<file path="config.mk">
export PLATFORM = sky130hd
export DESIGN_NAME = mpu_fetcher
export DESIGN_NICKNAME = d
export VERILOG_FILES = /design/src/rtl/mpu_fetcher_pkg.sv /design/src/rtl/mpu_fetch_buf.sv /design/src/rtl/mpu_fetcher.sv
export SDC_FILE = /design/constraint.sdc
export NUM_CORES = 1
export LEC_CHECK = 0
export BUFFER_PORTS_ARGS = -buffer_cell sky130_fd_sc_hd__buf_2
export CAP_MARGIN = 20
export CELL_PAD_IN_SITES_DETAIL_PLACEMENT = 0
export CELL_PAD_IN_SITES_GLOBAL_PLACEMENT = 2
export CORE_UTILIZATION = 35
export CTS_CLUSTER_SIZE = 25
export DETAILED_ROUTE_END_ITERATION = 10
export GPL_ROUTABILITY_DRIVEN = 1
export PLACE_DENSITY = 0.73
export SYNTH_ARGS = -nofsm -noshare
export SYNTH_HDL_FRONTEND = slang
export SYNTH_HIERARCHICAL = 1
export SYNTH_SLANG_ARGS = --single-unit
export TNS_END_PERCENT = 20
</file>
<file path="constraint.sdc">
create_clock -name sys_clk -period 5.2 [get_ports sys_clk]
set_input_delay 0.52 -clock sys_clk [delete_from_list [all_inputs] [get_ports sys_clk]]
set_output_delay 0.52 -clock sys_clk [all_outputs]
set_load 0.02 [all_outputs]
</file>
<file path="src/rtl/mpu_fetcher_pkg.sv">
// Shared constants and types for the MPU instruction fetcher.
// Latency: none (declarations only).
// Backpressure: n/a.
package mpu_fetcher_pkg;

  // Decoder window: 48-bit maximum instruction, fixed.
  localparam int WIN       = 6;
  // Byte-count width: holds 0..32 (largest legal buffer).
  localparam int CNT_W     = 6;
  // Legal instruction sizes, in bytes.
  localparam int ISIZE_MIN = 1;
  localparam int ISIZE_MAX = WIN;
  // Byte address [15:2] is the word address; [1:0] is the byte lane.
  localparam int BADR_LSB  = 2;
  localparam int WADR_W    = 14;

  typedef enum logic [0:0] {
    S_RUN = 1'b0
  } state_e;

  function automatic logic isize_legal(input logic [15:0] s);
    return (s >= 16'(ISIZE_MIN)) && (s <= 16'(ISIZE_MAX));
  endfunction

endpackage

</file>
<file path="src/rtl/mpu_fetch_buf.sv">
// Byte shift/append buffer: drops shift_i bytes from the bottom, writes app_n_i bytes at app_off_i.
// Latency: 1 cycle, window and count registered.
// Backpressure: none; caller guarantees the append never exceeds DEPTH bytes.
// Ports: clk_i/rst_ni clock and async active-low reset; shift_i, app_dat_i, app_n_i,
//        app_off_i, flush_i control inputs; win_o lowest WIN bytes; cnt_o valid byte count.
module mpu_fetch_buf
  import mpu_fetcher_pkg::*;
#(
  parameter int DEPTH = 12
) (
  input  logic             clk_i,
  input  logic             rst_ni,
  input  logic [2:0]       shift_i,
  input  logic [31:0]      app_dat_i,
  input  logic [2:0]       app_n_i,
  input  logic [CNT_W-1:0] app_off_i,
  input  logic             flush_i,
  output logic [8*WIN-1:0] win_o,
  output logic [CNT_W-1:0] cnt_o
);

  localparam int BW = 8 * DEPTH;

  logic [BW-1:0]    buf_q, buf_d;
  logic [BW-1:0]    shifted, app_mask, keep;
  logic [CNT_W-1:0] cnt_q, cnt_d;

  always_comb begin
    cnt_d    = cnt_q - CNT_W'(shift_i) + CNT_W'(app_n_i);
    shifted  = buf_q >> {shift_i, 3'b000};
    app_mask = ~({BW{1'b1}} << {app_n_i, 3'b000}) << {app_off_i, 3'b000};
    // Bytes at or above the new count are zeroed so stale data never lingers.
    keep     = ~({BW{1'b1}} << {cnt_d, 3'b000});
    buf_d    = ((shifted & ~app_mask)
               | ((BW'(app_dat_i) << {app_off_i, 3'b000}) & app_mask)) & keep;
    if (flush_i) begin
      buf_d = '0;
      cnt_d = '0;
    end
  end

  always_ff @(posedge clk_i or negedge rst_ni) begin
    if (!rst_ni) begin
      buf_q <= '0;
      cnt_q <= '0;
    end else begin
      buf_q <= buf_d;
      cnt_q <= cnt_d;
    end
  end

  assign win_o = buf_q[8*WIN-1:0];
  assign cnt_o = cnt_q;

endmodule

</file>
<file path="src/rtl/mpu_fetcher.sv">
// Instruction fetch/align: streams 32-bit words into a byte buffer, presents a 48-bit window at pc.
// Latency: read issued 1 cycle after decision, data 1 cycle later, window valid once 6 bytes held.
// Backpressure: reads stop when buffer plus in-flight word would exceed DEPTH; adv only when i_valid.
// Ports: sys_clk/sys_rst_n; en fetch enable; mem_re/mem_adr/mem_dat instruction RAM;
//        i/i_valid/pc window to decoder; adv/isize consume; jmp/jaddr redirect; fetch_err sticky.
// Optional MPU_FETCH_STATS_EN: adds stall_cnt and word_cnt saturating counters.
module mpu_fetcher
  import mpu_fetcher_pkg::*;
#(
  parameter int DEPTH = 12
) (
  input  logic              sys_clk,
  input  logic              sys_rst_n,
  input  logic              en,
  output logic              mem_re,
  output logic [WADR_W-1:0] mem_adr,
  input  logic [31:0]       mem_dat,
  output logic [8*WIN-1:0]  i,
  output logic              i_valid,
  output logic [15:0]       pc,
  input  logic              adv,
  input  logic [15:0]       isize,
  input  logic              jmp,
  input  logic [15:0]       jaddr,
  output logic              fetch_err
`ifdef MPU_FETCH_STATS_EN
  ,
  output logic [31:0]       stall_cnt,
  output logic [31:0]       word_cnt
`endif
);

  state_e            state_q, state_d;
  logic [15:0]       pc_q, pc_d;
  logic [WADR_W-1:0] adr_q, adr_d;
  logic [1:0]        skip_q, skip_d;
  logic              epoch_q, epoch_d;
  logic              err_q, err_d;
  logic              re_q, re_d;
  logic              re_ep_q;           // epoch tag of the read on the bus
  logic              infl_q, infl_ep_q; // response due this cycle and its tag

  logic [CNT_W-1:0]  cnt, off;
  logic [CNT_W:0]    cnt_nxt;
  logic [2:0]        shift, app_n;
  logic [31:0]       app_dat;
  logic              adv_ok, acc;

  always_comb begin
    state_d = S_RUN;
    pc_d    = pc_q;
    adr_d   = adr_q;
    skip_d  = skip_q;
    epoch_d = epoch_q;
    err_d   = err_q;
    re_d    = 1'b0;
    shift   = '0;
    app_n   = '0;
    cnt_nxt = '0;
    adv_ok  = adv && i_valid && isize_legal(isize);
    // A response is kept only if no jump happened since it was issued.
    acc     = infl_q && (infl_ep_q == epoch_q);
    app_dat = mem_dat >> {skip_q, 3'b000};
    if (jmp) begin
      pc_d    = jaddr;
      adr_d   = jaddr[15:BADR_LSB];
      skip_d  = jaddr[BADR_LSB-1:0];
      epoch_d = ~epoch_q;
      err_d   = 1'b0;
    end else begin
      if (adv_ok) begin
        shift = isize[2:0];
        pc_d  = pc_q + isize;
      end else if (adv && i_valid) begin
        err_d = 1'b1;
      end
      if (acc) begin
        app_n  = 3'd4 - {1'b0, skip_q};
        skip_d = '0;
      end
      if (re_q) adr_d = adr_q + WADR_W'(1);
      // Issue rule uses the post-update count plus the word already on the bus.
      cnt_nxt = (CNT_W+1)'(cnt) - (CNT_W+1)'(shift) + (CNT_W+1)'(app_n);
      re_d    = (state_q == S_RUN) && en
                && (int'(cnt_nxt) + (re_q ? 4 : 0) + 4 <= DEPTH);
    end
    off = cnt - CNT_W'(shift);
  end

  always_ff @(posedge sys_clk or negedge sys_rst_n) begin
    if (!sys_rst_n) begin
      state_q   <= S_RUN;
      pc_q      <= '0;
      adr_q     <= '0;
      skip_q    <= '0;
      epoch_q   <= 1'b0;
      err_q     <= 1'b0;
      re_q      <= 1'b0;
      re_ep_q   <= 1'b0;
      infl_q    <= 1'b0;
      infl_ep_q <= 1'b0;
    end else begin
      state_q   <= state_d;
      pc_q      <= pc_d;
      adr_q     <= adr_d;
      skip_q    <= skip_d;
      epoch_q   <= epoch_d;
      err_q     <= err_d;
      re_q      <= re_d;
      re_ep_q   <= epoch_q;
      infl_q    <= re_q;
      infl_ep_q <= re_ep_q;
    end
  end

  mpu_fetch_buf #(.DEPTH(DEPTH)) u_buf (
    .clk_i     (sys_clk),
    .rst_ni    (sys_rst_n),
    .shift_i   (shift),
    .app_dat_i (app_dat),
    .app_n_i   (app_n),
    .app_off_i (off),
    .flush_i   (jmp),
    .win_o     (i),
    .cnt_o     (cnt)
  );

  assign i_valid   = (cnt >= CNT_W'(WIN));
  assign mem_re    = re_q;
  assign mem_adr   = adr_q;
  assign pc        = pc_q;
  assign fetch_err = err_q;

`ifdef MPU_FETCH_STATS_EN
  logic [31:0] stall_q, word_q;

  always_ff @(posedge sys_clk or negedge sys_rst_n) begin
    if (!sys_rst_n) begin
      stall_q <= '0;
      word_q  <= '0;
    end else begin
      if (en && !i_valid && (stall_q != 32'hffff_ffff)) stall_q <= stall_q + 32'd1;
      if ((app_n != 3'd0) && (word_q != 32'hffff_ffff)) word_q <= word_q + 32'd1;
    end
  end

  assign stall_cnt = stall_q;
  assign word_cnt  = word_q;
`else
  // Statistics counters not built.
`endif

endmodule

</file>
==> impl_summary.txt, run 1 <==
----------------------------------------------------
[Detailed routing]
  ANT nets after route ... 0
  Pre-antenna DRT Iters ... 5
  Number of design rule violations left after detail routing ... 0
  Routed length per placed instance ... 25.4 µm
  Violation count after the first detailed-route iteration ... 1,066
  Vias after detailed routing ... roughly 12,000
  Wire length reported by the detailed router ... 50,200 µm
  Average vias per placed instance ... ~5.9

[CTS]
  Max H-tree Level ... 4
  Number of resized instances in the post-cts repair step ... 0
  TritonCTS clock tree ... done
  Clock transition at the registers of the reported paths ... 70 ps
  Root Buffer Master ... clkbuf_16
  Clock sink count ... 140
  Number of post-CTS setup repair buffers ... 0
  Worst-Skew Late Latency ... around 460 ps
  Post-cts hold buffer count ... 0
  Number of CTS-inserted buffers ... 17
  Longest Clk Path Bufs ... 2

[STA]
  Clock period minus worst slack ... 4720 ps
  Highest clock rate ... between 0.2 and 0.25 GHz
  Final setup violation count ... 0
  Worst slew pin tran ... 1020 ps
  Period Utilization, post-route ... 90.7%
  Endpoints failing hold ... 0
  Post-Route Setup TNS ... 0 ps
  Clock skew after layout ... 14.1 ps
  Relative slew slack ... 31.9%
  RSZ-0062 raised after global routing ... no
  Max-slew violation total from the final report ... 0

[Yosys]
  Most instantiated flip-flop cell in the synthesis netlist ... dfrtp_1
  YS warnings ... 6
  Dominant cells by area after synthesis ... dfrtp_1 27%, mux2i_1 8.9%, mux4_2 8.3%, nor2_1 5.7%, mux2_2 4.3%
  Synthesized-area fraction occupied by adder cells ... 4.91%
  Syn Nets ... 1,520
  Number of enable-type register cells in the synthesized netlist ... 0
  Compound-cell area share of the yosys netlist ... between 20% and 30%
  Largest area contributor in the netlist ... dfrtp_1
  Mean Syn Cell Area ... between 9 and 10 µm²
  Post-synth cell types ... 77
  Area share of and/or/nand/nor cells after synthesis ... 15.8%
  Share of flip-flops with an asynchronous set or reset ... 100%
  Synthesis-stage register bit count ... 140
  Fraction of synthesized area in multiplexers ... between 20% and 30%
  Main combinational cell family by area after synthesis ... multiplexers
  Cells after synthesis ... 1,405
  Share of synthesized area occupied by flip-flops and latches ... 27.1%
  Synthesized-area fraction occupied by xor and xnor cells ... between 2 and 2.5%
  Fraction of synthesized cell area taken by the top area cell type ... approximately 27%
  Mapped cell area ... 0.0129 mm²

[Worst setup path]
  Kind of end point of the critical path ... register
  Critical path capture point ... u_buf/buf_q[49]$_DFF_PN0_
  CP startpoint kind ... register
  Worst setup path class ... reg2reg
  Crit-path max FO ... 9
  Worst EP required ... approximately 5600 ps
  Setup crit start ... u_buf/cnt_o[5]$_DFF_PN0_
  Worst reg2reg path endpoint ... u_buf/buf_q[49]$_DFF_PN0_
  R2R cell count ... 16
  Data arrival time at the worst-slack endpoint ... 5060 ps
  Slack of the worst reg-to-reg path ... 480 ps
  Reg2Reg Launch Point ... u_buf/cnt_o[5]$_DFF_PN0_

[Floorplanning]
  I/O pins ... 150
  Std-Cell Core Area ... between 0.03 and 0.04 mm²
  Std-Cell Rows ... 70
  Die extent in x ... 194 µm
  Initial core utilization ... 35.5%
  Chip Height ... 194 µm
  Die Outline Area ... 0.0378 mm²

[Run]
  Max cap viols ... 0

[GRT]
  Antenna violations before repair ... 0
  Global-route wire length before repair ... 74,500 µm
  Global route total overflow ... 0
  Maximum number of pins on one net before global-route repair ... 62
  Overall fraction of global-route tracks in use ... 26.8%
  Number of global-route vias before repair ... 11,200

[Place]
  Port Buffer Count ... 149
  Area post-placement ... 0.0139 mm²
  HPWL after DPL ... around 38,000 µm
  Final estimated routing congestion in global placement ... 0.967

[Power]
  Leakage component of the power ... 6.63 nW
  Pwr/cell area ... 350 mW/mm²
  Max VDD drop ... 0.258 mV

[Final layout]
  Number of nets in the final layout ... approximately 1,600
  Number of antenna repair diodes ... 0
  Number of filler instances in the final layout ... 3,744
  Utilization after layout ... 39.8%
  P&R area growth vs syn ... 12.2%
  Most common cell after layout, fill and taps aside ... nor2_1
  Fraction of final layout cells with drive strength greater than 1 ... 25.7%
  Highest-count cells in the layout ignoring fill and taps ... 197 x nor2_1, 148 x buf_2, 140 x dfrtp_1, 115 x mux2i_1, 79 x a21oi_1
  Finished layout cell area ... around 0.015 mm²

[Status]
  Result of the run ... complete, no violations

[Min path]
  Classification of the worst-slack hold path ... in2async

----------------------------------------------------
==> cell usage after synthesis (all sizes together) (14+ instances only) <==
cell	n
mux2	50
ha	38
clkbuf	42
or3	14
xnor2	24
a31oi	14
nand2	57
o31ai	23
o21ba	16
dfrtp	140
nand3	22
a22oi	17
mux4	48
buf	101
a2bb2oi	17
nor3	56
nor2	197
a21oi	81
a221oi	20
and2	17
o21ai	42
mux2i	115
inv	49
a211oi	32
nor2b	19
==> worst min path at each step <==
stage	start	end	slack, ps	cells past startpoint
2_1_floorplan	sys_rst_n	epoch_q$_DFFE_PN0P_	220	0
3_3_place_gp	re_ep_q$_DFF_PN0_	infl_ep_q$_DFF_PN0_	330	0
3_5_place_dp	re_ep_q$_DFF_PN0_	infl_ep_q$_DFF_PN0_	340	0
4_1_cts	sys_rst_n	u_buf/buf_q[7]$_DFF_PN0_	50	1
5_1_grt	sys_rst_n	u_buf/buf_q[7]$_DFF_PN0_	60	1
6_report	sys_rst_n	u_buf/buf_q[7]$_DFF_PN0_	30	1
==> layer usage <==
layer  routed length, µm  part of all wire [%]  global-route usage, %
met5                   0                     0                      0
met4                2280                   4.5                   12.7
met3                3520                   7.0                   4.51
met2               23000                    46                   42.3
met1               21400                    43                   35.7
==> report_power, final <==
part | switching, mW | internal, mW
clock network | 0.580 | 0.681
logic | 1.76 | 0.849
registers | 0.0633 | 1.15
==> cells by family (layout without fill, tap and decap cells) <==
logic type	count (synthesis)	after routing
compound gates	345	345
fa+ha+maj	46	46
buf+inv	192	290
simple gates	433	433
xor+xnor	36	36
flops	140	140
mux	213	213
==> through the flow <==
stage | instances | total power [mW] | setup WS (ps) | hold slack (ps)
after floorplan | 1405 | 2.84 | 1060 | 224
after global placement | 1939 | 3.82 | 228 | 333
after detailed placement | 1939 | 3.81 | 272 | 343
after CTS | 1971 | 5.08 | 538 | 47.9
after global routing | 1971 | 5.31 | 199 | 63.2
final | 1971 | 5.08 | 484 | 26.6
==> critical path, cell delays in order (launching register included) <==
cell and delay, ps:
dfrtp_1 510, inv_1 100, ha_1 200, o211ai_1 190, nand2_1 180, nor3_1 390, and2_4 250, ha_1 190
inv_1 50, a21o_1 170, a21oi_1 220, nand2_1 130, xnor2_2 220, nor2_1 820, and2_1 560, a221oi_1 190
nor3_1 260
==> cell type report <==
class                      instances  area [µm²]  area share (%)
multi-input combinational       1073        8470            58.3
sequential                       140        3500            24.1
timing repair buffer             209        1200            8.28
tap                              468         586            4.03
clock buffer                      18         439            3.02
inverter                          49         185            1.27
clock inverter                    14         136           0.939
==> state kept, by name (all words and copies together), names as in the netlist, 2 cells and up <==
register and count:
skip_q 2, u_buf/cnt_o 6, u_buf/buf_q 96, pc 16
mem_adr 14
No activity file was read; power rests on OpenSTA's default activity.
==> run 2: changes to the inputs <==
--- a/config.mk
+++ b/config.mk
@@ -9,6 +9,7 @@
 export CAP_MARGIN = 20
 export CELL_PAD_IN_SITES_DETAIL_PLACEMENT = 0
 export CELL_PAD_IN_SITES_GLOBAL_PLACEMENT = 2
+export CORE_MARGIN = 2
 export CORE_UTILIZATION = 35
 export CTS_CLUSTER_SIZE = 25
 export DETAILED_ROUTE_END_ITERATION = 10
==> constraint.sdc (replaced) <==
create_clock -name sys_clk -period 5.7 [get_ports sys_clk]
set_input_delay 0.57 -clock sys_clk [delete_from_list [all_inputs] [get_ports sys_clk]]
set_output_delay 0.57 -clock sys_clk [all_outputs]
set_load 0.02 [all_outputs]
==> run 2 against run 1 <==
- die area up 2.1%
- fmax shrank 2.3%
- total power down 11%
- clock skew shrank 5.9 ps
- largest cell class unchanged
- clock-buffer cell count is 1 lower
==> impl_summary.txt, run 2 (same netlist as run 1, synthesis figures left out) <==
----------------------------------------------------
[GRT]
  Antenna violations before repair ... 0 (unchanged)
  Number of global-route vias before repair ... 11,300 (+0.50%)
  Global route total overflow ... 0 (unchanged)
  Global-route wire length before repair ... 73,600 µm (-1.2%)
  Maximum number of pins on one net before global-route repair ... 95 (+53%)
  Overall fraction of global-route tracks in use ... 25.8% (-0.98 points)

[Floorplanning]
  Die extent in x ... 196 µm (+1.0%)
  Die Outline Area ... 0.0386 mm² (+2.1%)
  Std-Cell Core Area ... 0.0365 mm² (unchanged)
  Std-Cell Rows ... 70 (unchanged)
  Initial core utilization ... 35.5% (unchanged)
  Chip Height ... 196 µm (+1.0%)
  I/O pins ... 150 (unchanged)

[CTS]
  Max H-tree Level ... 4 (unchanged)
  Number of post-CTS setup repair buffers ... 0 (unchanged)
  Root Buffer Master ... clkbuf_16
  Longest Clk Path Bufs ... 2 (unchanged)
  Post-cts hold buffer count ... 0 (unchanged)
  Number of resized instances in the post-cts repair step ... 0 (unchanged)
  Number of CTS-inserted buffers ... 17 (unchanged)
  Worst-Skew Late Latency ... 460 ps (about the same)
  Clock transition at the registers of the reported paths ... 70 ps (about the same)
  TritonCTS clock tree ... done
  Clock sink count ... 140 (unchanged)

[Final layout]
  Most common cell after layout, fill and taps aside ... nor2_1
  P&R area growth vs syn ... 11.1%
  Number of nets in the final layout ... 1,582 (-1.4%)
  Top reg by flops ... u_buf/buf_q
  Highest-count cells in the layout ignoring fill and taps ... 197 x nor2_1, 148 x buf_2, 140 x dfrtp_1, 115 x mux2i_1, 79 x a21oi_1
  Number of antenna repair diodes ... 0 (unchanged)
  Finished layout cell area ... 0.0144 mm² (-0.97%)
  Flip-flop count of the largest register, all copies and words added ... 96 (unchanged)
  Fraction of final layout cells with drive strength greater than 1 ... 24.6% (-1.2 points)

[Worst setup path]
  Data arrival time at the worst-slack endpoint ... 5210 ps (+150 ps)
  Slack of the worst reg-to-reg path ... 870 ps (+390 ps)
  Stages on worst setup path ... 15 (-1)
  Worst EP required ... 6080 ps (+530 ps)
  Worst reg2reg path endpoint ... u_buf/buf_q[79]$_DFF_PN0_
  Critical path's top delay family ... simple AND/OR/NAND/NOR gates
  Worst setup path class ... reg2reg
  Stage delay of the slowest cell on the critical path ... 680 ps (-140 ps)
  Cell with the biggest individual delay on the critical path ... nor2_1
  CP startpoint kind ... register
  Reg2Reg Launch Point ... u_buf/cnt_o[5]$_DFF_PN0_
  Kind of end point of the critical path ... register
  Critical Path, Cell by Cell ... inv_1 -> ha_1 -> o211ai_1 -> nand2_1 -> nor3_1 -> nand2_1 -> ha_1 -> a21o_1 -> a21oi_1 -> xnor2_1 -> nand2b_1 -> nor2_1 -> a21oi_1 -> or3_1 -> a21oi_1
  Number of buffers and inverters on the critical path ... 1 (-1)
  R2R cell count ... 15 (-1)
  Cell type with the highest occurrence count on the critical path ... a21oi_1
  Crit-path max FO ... 14 (+5)

[STA]
  Post-Route Setup TNS ... 0 ps (unchanged)
  Clock period minus worst slack ... 4830 ps (+113 ps)
  Period Utilization, post-route ... 84.7% (-6.0 points)
  Endpoints failing hold ... 0 (unchanged)
  Relative slew slack ... 27.8% (-4.2 points)
  Worst slew pin tran ... 1080 ps (+58.9 ps)
  Max-slew violation total from the final report ... 0 (unchanged)
  Highest clock rate ... 0.207 GHz (-2.3%)
  PnR worst setup slack ... 871 ps (+387 ps)
  Final setup violation count ... 0 (unchanged)
  RSZ-0062 raised after global routing ... no
  Clock skew after layout ... 8.20 ps (-5.89 ps)

[Min path]
  Classification of the worst-slack hold path ... in2async

[Detailed routing]
  Wire length reported by the detailed router ... 49,100 µm (-2.1%)
  Number of design rule violations left after detail routing ... 0 (unchanged)
  Vias after detailed routing ... 11,500 (-1.1%)
  ANT nets after route ... 0 (unchanged)
  Average vias per placed instance ... 5.88 (about the same)
  Pre-antenna DRT Iters ... 5 (unchanged)
  Violation count after the first detailed-route iteration ... 1,050 (-1.5%)
  Routed length per placed instance ... 25.2 µm (-0.99%)

[Power]
  Max VDD drop ... 0.233 mV (-10%)
  Leakage component of the power ... 6.51 nW (-1.8%)
  Pwr/cell area ... 314 mW/mm² (-10%)

[Place]
  HPWL after DPL ... 37,500 µm (about the same)
  Port Buffer Count ... 149 (unchanged)
  Area post-placement ... 0.0138 mm² (-1.2%)
  Minimum setup slack after placement ... 566 ps (+295 ps)
  Final estimated routing congestion in global placement ... 0.880 (-9.0%)

[Status]
  Result of the run ... complete, no violations

[Run]
  Max cap viols ... 0 (unchanged)

----------------------------------------------------
## run 2: changes by cell type in the layout (fill, tap and decap cells not counted)
cell | previous run | this run
clkinv_2 | 4 | 1
clkinvlp_4 | 1 | 6
clkinv_8 | 0 | 1
bufinv_16 | 1 | 2
clkinv_4 | 5 | 0
clkbuf_8 | 1 | 0
inv_6 | 2 | 3
inv_8 | 2 | 3
buf_4 | 60 | 37
## run 2: worst max path at each step
| stage | slack, ps | start | end |
|---|---|---|---|
| after global routing | 480 | u_buf/cnt_o[5]$_DFF_PN0_ | u_buf/buf_q[79]$_DFF_PN0_ |
| after detailed placement | 570 | isize[13] | u_buf/buf_q[79]$_DFF_PN0_ |
| after floorplan | 1510 | isize[13] | u_buf/buf_q[78]$_DFF_PN0_ |
| after CTS | 900 | u_buf/cnt_o[5]$_DFF_PN0_ | u_buf/buf_q[79]$_DFF_PN0_ |
| after global placement | 680 | isize[13] | u_buf/buf_q[79]$_DFF_PN0_ |
| final | 870 | u_buf/cnt_o[5]$_DFF_PN0_ | u_buf/buf_q[79]$_DFF_PN0_ |
## run 2: report_power, final
group	total (mW)	internal (mW)	switching (mW)
Clock	1.21	0.660	0.546
Sequential	1.11	1.05	0.0587
Combinational	2.21	0.697	1.51
## run 2: stage by stage
stage          cells  hold slack (ps)  total power, mW  util (%)
2_1_floorplan   1405              274             2.59         -
3_3_place_gp    1916              336             3.32      37.7
3_5_place_dp    1916              353             3.31      37.7
4_1_cts         1948              265             4.53      39.4
5_1_grt         1948              272             4.75      39.4
6_report        1948              210             4.52      39.4
## run 2: per-layer routing
layer | vias up | share of wire [%] | GRT usage, %
met4 | 0 | 4.5 | 12.2
li1 | 5262 | - | -
met3 | 73 | 5.9 | 4.38
met5 | - | 0 | 0
met2 | 423 | 47 | 41.8
met1 | 5697 | 43 | 33.7
## run 2: area by class of cell
type / instances / area (µm²)
multi-input combinational: 1073 / 8470
sequential: 140 / 3500
tap: 468 / 586
timing repair buffer: 186 / 1030
inverter: 49 / 185
fill: 3725 / 22100
clock buffer: 17 / 425
clock inverter: 15 / 181
## run 2: worst reg2reg max path, delay by kind of cell (launching register included)
kind | cells | cell delay (ps)
AO/OA/AOI/OAI | 5 | 670
XOR/XNOR | 1 | 670
adder cells (fa/ha/maj) | 2 | 500
buffers and inverters | 1 | 100
flip-flops | 1 | 490
AND/OR/NAND/NOR | 6 | 2340
==> run 3: changes to the inputs <==
--- a/config.mk
+++ b/config.mk
@@ -5,16 +5,17 @@
 export SDC_FILE = /design/constraint.sdc
 export NUM_CORES = 1
 export LEC_CHECK = 0
+export ABC_AREA = 1
 export BUFFER_PORTS_ARGS = -buffer_cell sky130_fd_sc_hd__buf_2
 export CAP_MARGIN = 20
 export CELL_PAD_IN_SITES_DETAIL_PLACEMENT = 0
 export CELL_PAD_IN_SITES_GLOBAL_PLACEMENT = 2
 export CORE_MARGIN = 2
-export CORE_UTILIZATION = 35
+export CORE_UTILIZATION = 29
 export CTS_CLUSTER_SIZE = 25
 export DETAILED_ROUTE_END_ITERATION = 10
 export GPL_ROUTABILITY_DRIVEN = 1
-export PLACE_DENSITY = 0.73
+export PLACE_DENSITY = 0.74
 export SYNTH_ARGS = -nofsm -noshare
 export SYNTH_HDL_FRONTEND = slang
 export SYNTH_HIERARCHICAL = 1
==> constraint.sdc (replaced) <==
create_clock -name sys_clk -period 4.4 [get_ports sys_clk]
set_input_delay 0.44 -clock sys_clk [delete_from_list [all_inputs] [get_ports sys_clk]]
set_output_delay 0.44 -clock sys_clk [all_outputs]
set_load 0.02 [all_outputs]
==> run 3 against run 2 <==
- the flow now finishes with violations (hold timing)
- non-clock buffer count rose by 36
- utilization decreased by 6.1 points
- routed wire length is 29% higher
- cell count grew 55%
- fmax is 17% higher
- combinational power is 89% higher
- synthesized area grew 8.2%
- die area up 30%
- worst hold slack worse by 230 ps
- critical path type unchanged
- largest cell class unchanged
- highest routed layer unchanged
==> impl_summary.txt, run 3 <==
----------------------------------------------------
[Status]
  Result of the run ... finished with violations
  Violations in the final reports ... hold timing

[Power]
  Combinational fraction of design power ... 58.0% (+9.1 points)
  Pwr/cell area ... 452 mW/mm² (+44%)
  Switching power share of the total ... 53.1% (+6.3 points)
  Max VDD drop ... 0.529 mV (+130%)
  Power Internal ... 3.37 mW (+40%)
  Total design power ... 7.19 mW (+59%)
  Clock network power share ... 20.6% (-6.1 points)
  Seq pwr share ... 21.4% (-3.1 points)
  Leakage component of the power ... 7.95 nW (+22%)
  P_sw ... 3.82 mW (+80%)

[Place]
  Final estimated routing congestion in global placement ... 0.911 (+3.5%)
  Port Buffer Count ... 149 (unchanged)
  HPWL after DPL ... 48,500 µm (+29%)
  Minimum setup slack after placement ... 38.3 ps (-528 ps)

[CTS]
  Root Buffer Master ... clkbuf_16
  Longest Clk Path Bufs ... 2 (unchanged)
  Clock transition at the registers of the reported paths ... 70 ps (about the same)
  Max H-tree Level ... 4 (unchanged)
  Worst-Skew Late Latency ... 480 ps (+20 ps)
  TritonCTS clock tree ... done
  Number of CTS-inserted buffers ... 17 (unchanged)
  Clock sink count ... 140 (unchanged)

[GRT]
  Global-route wire length before repair ... 93,300 µm (+27%)
  Number of global-route vias before repair ... 14,800 (+31%)
  Maximum number of pins on one net before global-route repair ... 111 (+17%)
  Overall fraction of global-route tracks in use ... 25.1% (-0.68 points)
  Antenna violations before repair ... 0 (unchanged)
  Global route total overflow ... 0 (unchanged)

[STA]
  Final setup violation count ... 0 (unchanged)
  Clock skew after layout ... 11.3 ps (+3.07 ps)
  Worst hold slack ... -21.4 ps (-232 ps)
  RSZ-0062 raised after global routing ... yes
  Highest clock rate ... 0.243 GHz (+17%)
  Worst slew pin tran ... 770 ps (-307 ps)
  Max-slew violation total from the final report ... 0 (unchanged)
  Clock period minus worst slack ... 4120 ps (-709 ps)
  Endpoints failing hold ... 8 (+8)
  Period Utilization, post-route ... 93.6% (+8.9 points)
  Relative slew slack ... 48.7% (+21 points)
  PnR worst setup slack ... 279 ps (-591 ps)

[Final layout]
  P&R area growth vs syn ... 13.6%
  Fraction of final layout cells with drive strength greater than 1 ... 14.0% (-11 points)
  Number of antenna repair diodes ... 0 (unchanged)
  Number of nets in the final layout ... 2,501 (+58%)
  Top reg by flops ... u_buf/buf_q
  Highest-count cells in the layout ignoring fill and taps ... 766 x nand2_1, 266 x nand3_1, 191 x o21ai_0, 188 x inv_1, 153 x nor2_1
  Number of filler instances in the final layout ... 5,395 (+45%)
  Most common cell after layout, fill and taps aside ... nand2_1
  Flip-flop count of the largest register, all copies and words added ... 96 (unchanged)

[Yosys]
  Number of enable-type register cells in the synthesized netlist ... 0 (unchanged)
  Cells after synthesis ... 2,318 (+65%)
  Syn Nets ... 2,433 (+60%)
  Largest area contributor in the netlist ... dfrtp_1
  Mapped cell area ... 0.0140 mm² (+8.2%)
  Share of synthesized area occupied by flip-flops and latches ... 25.0% (-2.0 points)
  Synthesis-stage register bit count ... 140 (unchanged)
  Most instantiated flip-flop cell in the synthesis netlist ... dfrtp_1
  Mean Syn Cell Area ... 6.04 µm² (-34%)
  YS warnings ... 6 (unchanged)
  Share of flip-flops with an asynchronous set or reset ... 100% (unchanged)
  Dominant cells by area after synthesis ... dfrtp_1 25%, nand2_1 21%, nand3_1 9.5%, o21ai_0 7.0%, inv_1 5.1%
  Post-synth cell types ... 51 (-34%)
  Dominant cell by count in the synthesized netlist ... nand2_1
  Fraction of synthesized cell area taken by the top area cell type ... 25.0% (-2.0 points)
  Top post-synthesis cells by count ... 770 x nand2_1, 266 x nand3_1, 196 x o21ai_0

[Floorplanning]
  Die extent in x ... 224 µm (+14%)
  Chip Height ... 224 µm (+14%)
  Std-Cell Rows ... 80 (+14%)
  Die Outline Area ... 0.0501 mm² (+30%)
  Initial core utilization ... 29.3% (-6.1 points)
  I/O pins ... 150 (unchanged)
  Std-Cell Core Area ... 0.0477 mm² (+31%)

[Worst setup path]
  Worst setup path class ... reg2reg
  Crit-path max FO ... 9 (-5)
  Kind of end point of the critical path ... register
  Cell with the biggest individual delay on the critical path ... dfrtp_1
  Stage delay of the slowest cell on the critical path ... 400 ps (-280 ps)
  Cell type with the highest occurrence count on the critical path ... nand2_1
  CP startpoint kind ... register
  R2R cell count ... 28 (+13)
  Data arrival time at the worst-slack endpoint ... 4470 ps (-740 ps)
  Worst EP required ... 4750 ps (-1330 ps)

[Min path]
  Classification of the worst-slack hold path ... in2async

[Detailed routing]
  Wire length reported by the detailed router ... 63,100 µm (+29%)
  Average vias per placed instance ... 5.18 (-12%)
  ANT nets after route ... 0 (unchanged)
  Pre-antenna DRT Iters ... 5 (unchanged)
  Number of design rule violations left after detail routing ... 0 (unchanged)
  Violation count after the first detailed-route iteration ... 1,701 (+62%)
  Routed length per placed instance ... 20.9 µm (-17%)
  Vias after detailed routing ... 15,600 (+36%)

[Run]
  Max cap viols ... 0 (unchanged)

----------------------------------------------------
run 3: cell count changes after synthesis, moves of 30 or more:
cell,delta
a211oi_1,-31
nor3_1,-37
mux4_2,-48
inv_1,+145
mux2i_1,-105
nor2_1,-42
nand4_1,+30
nand2_1,+713
o21ai_0,+168
o21ai_1,+30
nand3_1,+244
mux2_2,-49
run 3: layout make-up:
class	count	area [µm²]	area share, %
clock buffers	23	488	3.07
clock inverters	9	86.3	0.543
inverters	215	812	5.10
multi-input cells	1790	8850	55.6
flip-flops and latches	140	3500	22.0
well taps	615	769	4.84
repair buffers	222	1410	8.83
run 3: final timing paths:
check / from / to / slack, ps
setup / recovery: u_buf/cnt_o[4]$_DFF_PN0_ / u_buf/buf_q[5]$_DFF_PN0_ / 280
hold / removal: sys_rst_n / u_buf/buf_q[86]$_DFF_PN0_ / -20
setup reg to reg: u_buf/cnt_o[4]$_DFF_PN0_ / u_buf/buf_q[5]$_DFF_PN0_ / 280
hold reg to reg: re_ep_q$_DFF_PN0_ / infl_ep_q$_DFF_PN0_ / 370
max in group asynchronous: sys_rst_n / u_buf/buf_q[7]$_DFF_PN0_ / 3530
min in group sys_clk: jaddr[8] / mem_adr[6]$_DFFE_PN0P_ / 220
run 3: cells by family (layout without fill, tap and decap cells):
group | Yosys count | in the layout | share of synthesized area [%]
and+or+nand+nor | 1314 | 1314 | 40.5
buffers and inverters | 388 | 469 | 12.5
AOI/OAI and AO/OA | 400 | 400 | 15.3
xor gates and xnor gates | 20 | 20 | 1.44
muxes | 10 | 10 | 0.715
adders and majority gates | 46 | 46 | 4.54
DFF | 140 | 140 | 25.0
run 3: critical path: cells and delay by family (launching register included):
family          cells  cell delay [ps]
compound gates      1              210
xor+xnor            1              190
fa+ha+maj           2              490
buf+inv             7              710
flops               1              400
simple gates       17             1980
run 3: timing repair:
item,4_1_cts,5_1_grt
gates resized for setup,0,22
hold buffers,0,0
buffers inserted,0,2
endpoints found under the setup margin,0,96
run 3: layer usage:
metal	share of wire, %	vias up	track usage, %
li1	-	7630	-
met1	46	7364	34.6
met2	45	547	39.3
met3	6.8	70	5.05
met4	2.7	0	8.11
met5	0	-	0
run 3: power by group through the flow:
stage	logic (mW)	clock network [mW]	registers, mW
after floorplan	2.48	0	1.57
after global placement	4.00	0	1.56
after detailed placement	3.98	0	1.56
after CTS	3.99	1.51	1.54
after global routing	4.50	1.57	1.56
final	4.17	1.48	1.54
run 3: through the flow:
step           utilization [%]  area, µm²  setup TNS, ps  std cells  hold slack [ps]
3_3_place_gp              31.9      15200              0       2979              337
5_1_grt                   33.3      15900          -9.21       3014             21.1
2_1_floorplan                -      14000              0       2318              144
4_1_cts                   33.1      15800              0       3011             15.6
3_5_place_dp              31.9      15200              0       2979              356
6_report                  33.3      15900              0       3014            -21.4
